## config.mk

```make
export PLATFORM = sky130hd
export DESIGN_NAME = camera_reg_bank
export DESIGN_NICKNAME = d
export VERILOG_FILES = /design/src/rtl/camera_reg_bank.sv
export SDC_FILE = /design/constraint.sdc
export NUM_CORES = 1
export LEC_CHECK = 0
export BUFFER_PORTS_ARGS = -buffer_cell sky130_fd_sc_hd__buf_2
export CORE_MARGIN = 2
export CORE_UTILIZATION = 28
export CTS_BUF_LIST = sky130_fd_sc_hd__clkbuf_4 sky130_fd_sc_hd__clkbuf_8
export DETAILED_ROUTE_END_ITERATION = 7
export GPL_TIMING_DRIVEN = 1
export PLACE_DENSITY = 0.45
export SLEW_MARGIN = 20
export SYNTH_ARGS = -nofsm -noshare
export SYNTH_HDL_FRONTEND = slang
export SYNTH_SLANG_ARGS = --single-unit
```

## constraint.sdc

```tcl
create_clock -name main_clock -period 3.4 [get_ports main_clock]
set_input_delay 0.17 -clock main_clock [delete_from_list [all_inputs] [get_ports main_clock]]
set_output_delay 0.17 -clock main_clock [all_outputs]
set_load 0.005 [all_outputs]
```

## src/rtl/camera_reg_bank.sv

```systemverilog
// Camera control register bank: QPI-facing byte register map, exposure timer FSM
// and a small pixel FIFO whose head byte is readable through the map.
module camera_reg_bank #(
  parameter int FIFO_DEPTH = 16
) (
  input  logic        main_clock,
  input  logic        rst,
  input  logic [7:0]  addr,
  input  logic [7:0]  write_data,
  input  logic        write_data_flag,
  output logic [7:0]  read_data,
  input  logic        read_data_flag,
  input  logic [7:0]  pix_data,
  input  logic        pix_valid,
  output logic [23:0] exposure,
  output logic [7:0]  gain,
  output logic        exp_active,
  output logic        exp_done
);

  localparam int AW = $clog2(FIFO_DEPTH);
  localparam logic [AW:0] DEPTH_CNT = (AW+1)'(FIFO_DEPTH);

  localparam logic [7:0] A_ID      = 8'h00;
  localparam logic [7:0] A_STATUS  = 8'h01;
  localparam logic [7:0] A_CONTROL = 8'h02;
  localparam logic [7:0] A_EXP_LO  = 8'h03;
  localparam logic [7:0] A_EXP_MID = 8'h04;
  localparam logic [7:0] A_EXP_HI  = 8'h05;
  localparam logic [7:0] A_GAIN    = 8'h06;
  localparam logic [7:0] A_LEVEL   = 8'h07;
  localparam logic [7:0] A_PIXEL   = 8'h10;

  typedef enum logic {IDLE, EXPOSE} state_t;

  logic          wr_flag_q, rd_flag_q;
  logic          wr_edge, rd_edge;
  logic          start, abort, clr_ov;
  logic [7:0]    exp_lo, exp_mid, exp_hi, gain_reg;
  state_t        state, state_n;
  logic [23:0]   cnt, cnt_n;
  logic          done_n;
  logic [7:0]    mem [FIFO_DEPTH];
  logic [AW-1:0] wr_ptr, rd_ptr;
  logic [AW:0]   fifo_count;
  logic          full, empty, push, pop, ov_set, overflow;
  logic [7:0]    rd_mux;

  // NOTE: non-blocking assignments keep every register sampling pre-edge values.
  always_ff @(posedge main_clock or posedge rst) begin
    if (rst) begin
      wr_flag_q <= 1'b0;
      rd_flag_q <= 1'b0;
    end else begin
      wr_flag_q <= write_data_flag;
      rd_flag_q <= read_data_flag;
    end
  end

  // A held flag produces exactly one action on its rising edge.
  assign wr_edge = write_data_flag & ~wr_flag_q;
  assign rd_edge = read_data_flag & ~rd_flag_q;

  assign start  = wr_edge && (addr == A_CONTROL) && write_data[0];
  assign abort  = wr_edge && (addr == A_CONTROL) && write_data[1];
  assign clr_ov = wr_edge && (addr == A_CONTROL) && write_data[2];

  always_ff @(posedge main_clock or posedge rst) begin
    if (rst) begin
      exp_lo   <= 8'h00;
      exp_mid  <= 8'h00;
      exp_hi   <= 8'h00;
      gain_reg <= 8'h00;
    end else if (wr_edge) begin
      case (addr)
        A_EXP_LO:  exp_lo   <= write_data;
        A_EXP_MID: exp_mid  <= write_data;
        A_EXP_HI:  exp_hi   <= write_data;
        A_GAIN:    gain_reg <= write_data;
        default: ;
      endcase
    end
  end

  assign exposure = {exp_hi, exp_mid, exp_lo};
  assign gain     = gain_reg;

  always_ff @(posedge main_clock or posedge rst) begin
    if (rst) begin
      state    <= IDLE;
      cnt      <= 24'd0;
      exp_done <= 1'b0;
    end else begin
      state    <= state_n;
      cnt      <= cnt_n;
      exp_done <= done_n;
    end
  end

  // NOTE: defaults first so no path through the case leaves a variable unassigned (no latches).
  always_comb begin
    state_n = state;
    cnt_n   = cnt;
    done_n  = 1'b0;
    case (state)
      IDLE: begin
        if (start && !abort) begin
          if (exposure != 24'd0) begin
            state_n = EXPOSE;
            cnt_n   = exposure;
          end else begin
            done_n = 1'b1;
          end
        end
      end
      EXPOSE: begin
        if (abort) begin
          state_n = IDLE;
        end else begin
          cnt_n = cnt - 24'd1;
          if (cnt == 24'd1) begin
            state_n = IDLE;
            done_n  = 1'b1;
          end
        end
      end
      default: state_n = IDLE;
    endcase
  end

  assign exp_active = (state == EXPOSE);

  assign full   = (fifo_count == DEPTH_CNT);
  assign empty  = (fifo_count == '0);
  assign pop    = rd_edge && (addr == A_PIXEL) && !empty;
  assign push   = pix_valid && (!full || pop);
  assign ov_set = pix_valid && full && !pop;

  // NOTE: the storage array has no reset; stale bytes are unreachable once the pointers clear.
  always_ff @(posedge main_clock) begin
    if (push) mem[wr_ptr] <= pix_data;
  end

  always_ff @(posedge main_clock or posedge rst) begin
    if (rst) begin
      wr_ptr     <= '0;
      rd_ptr     <= '0;
      fifo_count <= '0;
      overflow   <= 1'b0;
    end else begin
      if (push) wr_ptr <= wr_ptr + AW'(1);
      if (pop)  rd_ptr <= rd_ptr + AW'(1);
      if (push && !pop)      fifo_count <= fifo_count + (AW+1)'(1);
      else if (pop && !push) fifo_count <= fifo_count - (AW+1)'(1);
      if (ov_set)      overflow <= 1'b1;
      else if (clr_ov) overflow <= 1'b0;
    end
  end

  always_comb begin
    rd_mux = 8'h00;
    case (addr)
      A_ID:      rd_mux = 8'hA5;
      A_STATUS:  rd_mux = {4'b0000, overflow, full, empty, exp_active};
      A_EXP_LO:  rd_mux = exp_lo;
      A_EXP_MID: rd_mux = exp_mid;
      A_EXP_HI:  rd_mux = exp_hi;
      A_GAIN:    rd_mux = gain_reg;
      A_LEVEL:   rd_mux = 8'(fifo_count);
      A_PIXEL:   rd_mux = empty ? 8'h00 : mem[rd_ptr];
      default:   rd_mux = 8'h00;
    endcase
  end

  always_ff @(posedge main_clock or posedge rst) begin
    if (rst) read_data <= 8'h00;
    else     read_data <= rd_mux;
  end

endmodule

```

==> results.tsv, run 1 <==
metric	value	unit
critical_path.max_fanout	6	
dp_hpwl	19.4	mm
rrSetupSlack	0.32	ns
async_flop_share	39.0	%
fin_skew	0.0204	ns
fin_crit_sh	90.6	%
tightest_slew	0.927	ns
fmax	325	MHz
drv_slew	0	
synth.most_common_cell	edfxtp_1	
synthXorXnorAreaFrac	1.10	%
setup_viol	0	
synth_common_cells	edfxtp_1, dfrtp_1, mux4_2	
ys_types	83	
synth-edff-count	128	
gp_congestion	0.846	
synthMuxAreaShare	14.8	%
setup_tns	0	ns
startpoint	fifo_count[0]	
arrival	3.50	ns
fin_util	34.5	%
crit_required	3.82	ns
htreeDepth	2	
synthAdderAreaFrac	1.65	%
cts_tree	built	
hold_class	in -> reg	
grt_start_max_net_pins	41	
insertedDiodeCount	0	
grt_pass1_vias	6810	
post_drt_wl_per_cell	22.7	um
synthesis.area	9560	sq um
synthFlopType	edfxtp_1	
ant_nets	0	
area_growth	21.1	%
cp-end-kind	flip-flop	
vias	6391	
synth-compound-area-share	8.60	%
grt_pass1_wl	42.9	mm
cts-buffers-inserted	38	
leakage	4.39	nW
ys_seq_area_share	61.7	%
cts_buffer_depth	3	
boundaryPins	71	
dieArea	35600	sq um
status	finished, final reports clean	
core_area	33500	sq um
drv_cap	0	
reg2reg_from	fifo_count[0]	
syn_avg_cell_area	15.0	sq um
drc	0	
grt_use_total	16.2	%
crit_type	reg -> reg	
post-route-min-period	3.08	ns
nets	819	
hold_violations	0	
ys_top_cells_by_area	edfxtp_1, dfrtp_1, mux4_2, mux2_2, ha_1	
clock-sinks	210	
rows	67	
p_per_area	552	nW/um^2
routed_via_density	5.10	
synth_top_family_by_area	multiplexers	
die_w	189	um
drtPass1Iterations	5	
start_util	28.5	%
clk_latency	0.54	ns
fin_total_pwr	6.39	mW
final.fill_count	3337	
grt_setup_unrepaired	no	
top_register	mem	
synth_seq_cells	210	
antenna_found_initial	0	
synthSimpleGateAreaFrac	9.48	%
critPathCapture	fifo_count[4]	
clkTransAtPathRegs	0.06	ns
drive_above_1_share	35.9	%
synth_top_area_share	40.2	%
yosysWarnings	0	
synth_area_leader_cell	edfxtp_1	
wl	28.5	mm
portBuffers	70	
cts_root_buffer	clkbuf_8	
largestRegisters	mem: 128 flops, cnt: 24 flops	
r2r-end	fifo_count[4]	
die_h	189	um
reg2regPathDepth	12	
synthCells	639	
largest_reg_flops	128	
start_kind	flip-flop	
vdd_drop_max	274	uV
gr-total-overflow	0	
drt-initial-drc-count	525	
relSlewSlack	36.6	%
syn-num-nets	680	
==> metrics by stage <==
stage / hold slack [ns] / setup WS [ns] / area, sq um / cells
global placement: 0.316 / 0.371 / 10600 / 1168
global route: 0.0232 / 0.0778 / 11600 / 1254
floorplan: 0.201 / 0.331 / 9560 / 639
detailed placement: 0.322 / 0.319 / 10600 / 1168
finish: 0.0259 / 0.318 / 11600 / 1254
CTS: 0.00716 / 0.302 / 11600 / 1254
==> layout by cell type (no fill, tap or decap), types with 4 or more instances in the layout <==
cell and instances:
clkbuf_8 42, o211ai_1 4, mux2i_1 7, a22oi_1 5, buf_2 70, dlygate4sd3_1 18, nor4_2 4, edfxtp_1 128
mux2_2 38, nand4_1 7, a221o_1 4, mux4_2 40, nor3_1 19, dfrtp_1 81, o22ai_1 4, nand3_1 14
nor2_1 25, ha_1 11, buf_4 42, o221a_2 4, clkinv_2 6, o21ai_0 15, clkinv_1 5, inv_1 22
a32oi_1 7, and2_1 8, xnor2_1 10, nand2_1 31, nor4_1 8, nor2b_1 5, a21oi_1 16, a21o_1 4
a31oi_1 5, clkbuf_4 15
==> worst min path at each step <==
stage | startpoint | end | slack [ns] | cells after the start
detailed placement | read_data_flag | rd_flag_q | 0.32 | 1
global placement | rst | exp_mid[0] | 0.32 | 2
global route | pix_data[1] | mem[1][1] | 0.02 | 1
CTS | pix_data[1] | mem[2][1] | 0.007 | 1
finish | pix_data[1] | mem[2][1] | 0.03 | 1
floorplan | read_data_flag | rd_flag_q | 0.20 | 0
==> metal layers <==
metal  routed length (um)  GRT usage (%)  vias to the layer above
met3                 1380           2.78                       55
met1                12100           20.7                     3327
li1                     -              -                     2814
met5                    0              0                        -
met4                  746           5.41                        0
met2                14300           27.7                      195
==> cell families after synthesis <==
family	after synthesis
buf+inv	56
flops	210
xor+xnor	12
fa+ha+maj	12
mux	86
compound gates	109
simple gates	154
==> worst max-delay path: stages, from the launching register on <==
cell and delay [ns]:
dfrtp_1 0.45, or4_1 0.59, o211ai_1 0.25, nor3b_1 0.11, inv_1 0.12, ha_1 0.21, inv_1 0.12, fa_1 0.42
a21o_1 0.17, a21oi_1 0.17, xnor2_1 0.14, nor2_1 0.07, xor2_1 0.14
==> layout make-up <==
cell class	instances	area, sq um	area share [%]
Clock inverter	11	58.8	0.508
Inverter	25	95.1	0.821
Sequential cell	210	5900	50.9
Tap cell	448	561	4.84
Timing Repair Buffer	130	846	7.31
Multi-Input combinational cell	373	3430	29.6
Clock buffer	57	691	5.97
==> power by group <==
part,internal (mW),switching [mW]
clock network,1.30,1.07
logic,0.367,0.504
registers,2.96,0.182
==> timing repair <==
action,CTS,global route
buffers inserted,0,0
endpoints found under the hold margin,142,0
hold buffers,18,0
gates resized for setup,0,0
No activity file was read; power rests on OpenSTA's default activity.
==> run 2: changes to the inputs <==
--- a/config.mk
+++ b/config.mk
@@ -11,7 +11,7 @@
 export CTS_BUF_LIST = sky130_fd_sc_hd__clkbuf_4 sky130_fd_sc_hd__clkbuf_8
 export DETAILED_ROUTE_END_ITERATION = 7
 export GPL_TIMING_DRIVEN = 1
-export PLACE_DENSITY = 0.45
+export REMOVE_ABC_BUFFERS = 1
 export SLEW_MARGIN = 20
 export SYNTH_ARGS = -nofsm -noshare
 export SYNTH_HDL_FRONTEND = slang
==> results.tsv, run 2 (synthesized netlist as in run 1, its figures left out) <==
metric	value	unit	change
multi_input_area	3430	sq um	unchanged
arrival	3.44	ns	was 3.50 ns
portBuffers	70		unchanged
grtUsageMet3	3.52	%	was 2.78%
setup_viol	0		unchanged
final_cell_mix	edfxtp_1, dfrtp_1, buf_2		unchanged
busiest_layer	met2		unchanged
clock-sinks	210		unchanged
dp_slack	0.398	ns	was 0.319 ns
clk_latency	0.54	ns	about the same
crit_required	3.82	ns	about the same
htreeDepth	2		unchanged
drtPass1Iterations	5		unchanged
hold_violations	0		unchanged
largestRegisters	mem: 128 flops, cnt: 24 flops		unchanged
gp_congestion	0.859		was 0.846
finalInstanceArea	11600	sq um	about the same
cts_buffer_depth	3		unchanged
drive_above_1_share	35.3	%	was 35.9%
layout_commonest_cell	edfxtp_1		unchanged
critPathCapture	fifo_count[4]		unchanged
boundaryPins	71		unchanged
clkTransAtPathRegs	0.06	ns	about the same
hold_start	addr[6]		was pix_data[1]
start_kind	flip-flop		unchanged
post-route-min-period	3.03	ns	was 3.08 ns
drv_slew	0		unchanged
gr-total-overflow	0		unchanged
drc	0		unchanged
rows	67		unchanged
finalWorstSetupSlack	0.375	ns	was 0.318 ns
cts-buffers-inserted	36		was 38
reg2regPathDepth	12		unchanged
leakage	4.37	nW	was 4.39 nW
dieArea	35600	sq um	unchanged
core_area	33500	sq um	unchanged
nets	811		was 819
stdcell_count	1246		was 1254
setup_tns	0	ns	unchanged
area_growth	21.0	%	was 21.1%
ant_nets	0		unchanged
hold_class	in -> reg		unchanged
dp_hpwl	17.1	mm	was 19.4 mm
start_util	28.5	%	unchanged
relSlewSlack	47.8	%	was 36.6%
grt_pass1_wl	38.1	mm	was 42.9 mm
cts_root_buffer	clkbuf_8		unchanged
place_inst	1159		was 1168
antenna_found_initial	0		unchanged
drv_cap	0		unchanged
cp-end-kind	flip-flop		unchanged
vias	6212		was 6391
drt-initial-drc-count	624		was 525
grt_setup_unrepaired	no		unchanged
grt_start_max_net_pins	83		was 41
holdWs	0.158	ns	was 0.0259 ns
fin_crit_sh	89.0	%	was 90.6%
critical_path.max_fanout	6		unchanged
cts_tree	built		unchanged
met2_usage	22.6	%	was 27.7%
final.fill_count	3318		was 3337
p_per_area	551	nW/um^2	was 552 nW/um^2
wl	24.8	mm	was 28.5 mm
vdd_drop_max	337	uV	was 274 uV
r2r-end	fifo_count[4]		unchanged
register_area	5900	sq um	unchanged
startpoint	fifo_count[0]		unchanged
rrSetupSlack	0.37	ns	was 0.32 ns
fin_total_pwr	6.38	mW	was 6.39 mW
postPlaceCellArea	10600	sq um	about the same
reg2reg_from	fifo_count[0]		unchanged
top_register	mem		unchanged
fmax	331	MHz	was 325 MHz
fin_skew	0.0261	ns	was 0.0204 ns
largest_reg_flops	128		unchanged
crit_type	reg -> reg		unchanged
grt_pass1_vias	6278		was 6810
grt_use_total	14.0	%	was 16.2%
fin_util	34.5	%	about the same
die_w	189	um	unchanged
tightest_slew	0.781	ns	was 0.927 ns
ctsResizeCount	0		unchanged
insertedDiodeCount	0		unchanged
die_h	189	um	unchanged
post_drt_wl_per_cell	19.9	um	was 22.7 um
use_met1	18.5	%	was 20.7%
routed_via_density	4.99		was 5.10
status	finished, final reports clean		unchanged
==> run 2: changes by cell type in the layout (fill, tap and decap cells not counted), sizes merged <==
cell         change
buf              -9
dlygate4sd3      +3
clkbuf           +6
clkinvlp         -1
clkinv           -7
==> run 2: layer usage <==
layer	up-vias	wire length [um]	share of wire, %
li1	2801	-	-
met1	3127	10800	43
met2	234	11700	47
met3	50	1770	7.1
met4	0	568	2.3
met5	-	0	0
==> run 2: where the power goes <==
| part | leakage [nW] | total [mW] | switching [mW] | internal [mW] |
|---|---|---|---|---|
| Clock | 0.414 | 2.40 | 1.04 | 1.36 |
| Combinational | 1.73 | 0.827 | 0.455 | 0.372 |
| Sequential | 2.22 | 3.15 | 0.191 | 2.96 |
| Total | 4.37 | 6.38 | 1.68 | 4.70 |
==> run 2: worst max-delay path: stages, from the launching register on <==
cell,delay (ns)
dfrtp_1,0.45
or4_1,0.58
o211ai_1,0.23
nor3b_1,0.13
inv_1,0.13
ha_1,0.19
inv_1,0.10
fa_1,0.41
a21o_1,0.17
a21oi_1,0.16
xnor2_1,0.13
nor2_1,0.06
xor2_1,0.14
==> run 2: worst min path at each step <==
stage | to | slack (ns) | depth (start not counted)
6_report | rd_ptr[1] | 0.16 | 6
5_1_grt | rd_ptr[1] | 0.16 | 6
4_1_cts | rd_ptr[1] | 0.11 | 6
3_5_place_dp | cnt[8] | 0.31 | 3
3_3_place_gp | cnt[9] | 0.30 | 3
2_1_floorplan | rd_flag_q | 0.20 | 0
==> run 2: what timing repair did <==
action,in CTS,in global routing
hold buffers,21,0
buffers inserted,0,0
endpoints found under the hold margin,239,0
==> run 2: final cells by class <==
type	instances	area share, %
sequential	210	51.0
multi-input combinational	373	29.6
timing repair buffer	124	7.09
inverter	25	0.822
clock inverter	3	0.260
tap	448	4.85
clock buffer	63	6.36
==> run 3: changes to the inputs <==
==> constraint.sdc (replaced) <==
create_clock -name main_clock -period 3.4 [get_ports main_clock]
set_input_delay 0.17 -clock main_clock [delete_from_list [all_inputs] [get_ports main_clock]]
set_output_delay 0.17 -clock main_clock [all_outputs]
set_load 0.1 [all_outputs]
==> results.tsv, run 3 (synthesized netlist as in run 1, its figures left out) <==
metric	value	unit	change
drc	0		unchanged
reg2regPathDepth	12		unchanged
fin_skew	0.0298	ns	was 0.0261 ns
dieArea	35600	sq um	unchanged
p_sw	1.76	mW	was 1.68 mW
drt-initial-drc-count	580		was 624
post_drt_wl_per_cell	19.8	um	was 19.9 um
grt_setup_unrepaired	no		unchanged
ant_nets	0		unchanged
r2r-end	fifo_count[4]		unchanged
status	finished, final reports clean		unchanged
start_kind	flip-flop		unchanged
largest_reg_flops	128		unchanged
antenna_found_initial	0		unchanged
post-route-min-period	3.04	ns	was 3.03 ns
hold_violations	0		unchanged
worstPathCellList	or4_1 -> o211ai_1 -> nor3b_1 -> inv_1 -> ha_1 -> inv_1 -> fa_1 -> a21o_1 -> a21oi_1 -> xnor2_1 -> nor2_1 -> xor2_1		unchanged
pwr-share-seq	49.0	%	was 49.4%
drive_above_1_share	35.4	%	was 35.3%
fmax	329	MHz	was 331 MHz
rrSetupSlack	0.36	ns	was 0.37 ns
clk_latency	0.54	ns	about the same
tightest_slew	0.760	ns	was 0.781 ns
holdPathStages	1		was 6
die_h	189	um	unchanged
grt_pass1_wl	38.0	mm	was 38.1 mm
critPathMostFrequentCell	inv_1		unchanged
clock-sinks	210		unchanged
fin_crit_sh	89.4	%	was 89.0%
setup_viol	0		unchanged
cts_root_buffer	clkbuf_8		unchanged
p_per_area	559	nW/um^2	was 551 nW/um^2
crit_required	3.79	ns	was 3.82 ns
reg2reg_from	fifo_count[0]		unchanged
crit_type	reg -> reg		unchanged
portBuffers	70		unchanged
cell_internal_pwr	4.68	mW	was 4.70 mW
setup_tns	0	ns	unchanged
cts_tree	built		unchanged
hold_start	pix_data[1]		was addr[6]
vdd_drop_max	269	uV	was 337 uV
hold_class	in -> reg		unchanged
layout_commonest_cell	edfxtp_1		unchanged
clockPowerShare	37.0	%	was 37.6%
clkTransAtPathRegs	0.06	ns	about the same
nets	806		was 811
dp_hpwl	17.1	mm	about the same
final.fill_count	3299		was 3318
gr-total-overflow	0		unchanged
vias	6161		was 6212
combPwrFrac	14.0	%	was 13.0%
critical_path.max_fanout	6		unchanged
grt_use_total	14.0	%	about the same
arrival	3.43	ns	was 3.44 ns
routed_via_density	4.97		was 4.99
wl	24.6	mm	was 24.8 mm
start_util	28.5	%	unchanged
cp_slowest_cell	or4_1		unchanged
cts-buffers-inserted	36		unchanged
leakage	4.34	nW	was 4.37 nW
die_w	189	um	unchanged
relSlewSlack	49.2	%	was 47.8%
slowest_delay	0.59	ns	was 0.58 ns
drv_slew	0		unchanged
cts_buffer_depth	3		unchanged
core_area	33500	sq um	unchanged
fin_util	34.3	%	was 34.5%
holdWs	0.0273	ns	was 0.158 ns
grt_pass1_vias	6268		was 6278
largestRegisters	mem: 128 flops, cnt: 24 flops		unchanged
final_cell_mix	edfxtp_1, dfrtp_1, buf_2		unchanged
area_growth	20.4	%	was 21.0%
grt_start_max_net_pins	83		unchanged
hold_end	mem[7][1]		was rd_ptr[1]
drtPass1Iterations	5		unchanged
top_register	mem		unchanged
rows	67		unchanged
boundaryPins	71		unchanged
htreeDepth	2		unchanged
cp-end-kind	flip-flop		unchanged
insertedDiodeCount	0		unchanged
drv_cap	0		unchanged
gp_congestion	0.862		was 0.859
cts_setup_buffers	0		unchanged
p_sw_share	27.3	%	was 26.4%
-- run 3: cell count changes in the layout (fill, tap and decap cells not counted), sizes merged --
cell,delta
clkbuf,-6
dlygate4sd3,-6
clkinv,+3
buf,+1
bufinv,+1
inv,+1
-- run 3: cell type report --
type                    instances  area (sq um)  share of cell area (%)
flip-flops and latches        210          5900                    51.3
inverters                      25          95.1                   0.827
repair buffers                119           768                    6.68
clock inverters                 8          75.1                   0.653
well taps                     448           561                    4.87
multi-input cells             373          3430                    29.8
clock buffers                  57           678                    5.90
-- run 3: metal layers --
layer	share of wire [%]	track usage [%]	vias to the layer above	wire, um
met5	0	0	-	0
met4	1.6	3.64	0	383
met3	7.3	3.50	38	1790
met2	48	22.9	220	11800
met1	43	18.4	3118	10600
li1	-	-	2785	-
-- run 3: worst max-delay path by stage --
stage	from	end	slack (ns)	cells past startpoint
after global routing	fifo_count[0]	fifo_count[4]	0.19	12
after global placement	fifo_count[0]	fifo_count[4]	0.39	12
after floorplan	exp_active	cnt[18]	0.28	5
final	fifo_count[0]	fifo_count[4]	0.36	12
after detailed placement	addr[0]	fifo_count[4]	0.36	13
after CTS	fifo_count[0]	fifo_count[4]	0.36	12
-- run 3: power by group through the flow --
stage | clock network, mW | registers [mW] | logic (mW)
floorplan | 0 | 3.23 | 0.529
global placement | 0 | 3.19 | 0.885
detailed placement | 0 | 3.20 | 0.898
CTS | 2.44 | 3.15 | 0.915
global route | 2.58 | 3.18 | 0.994
finish | 2.38 | 3.15 | 0.903
-- run 3: critical path, delay by kind of cell (launching register included) --
kind | cells | cell delay, ns
AOI/OAI and AO/OA | 3 | 0.56
DFF | 1 | 0.45
buffers and inverters | 2 | 0.23
adders and majority gates | 2 | 0.61
and+or+nand+nor | 3 | 0.78
xor gates and xnor gates | 2 | 0.27
-- run 3: through the flow --
stage | instances | setup slack, ns | power [mW] | area (sq um)
after CTS | 1240 | 0.358 | 6.50 | 11500
after detailed placement | 1160 | 0.363 | 4.10 | 10600
after floorplan | 608 | 0.275 | 3.76 | 9390
after global placement | 1160 | 0.395 | 4.07 | 10600
final | 1240 | 0.360 | 6.43 | 11500
after global routing | 1240 | 0.186 | 6.75 | 11500
-- run 3: repair_timing --
item	in CTS	in global routing
gates resized for setup	0	0
hold buffers	15	0
hold endpoints to repair	136	0
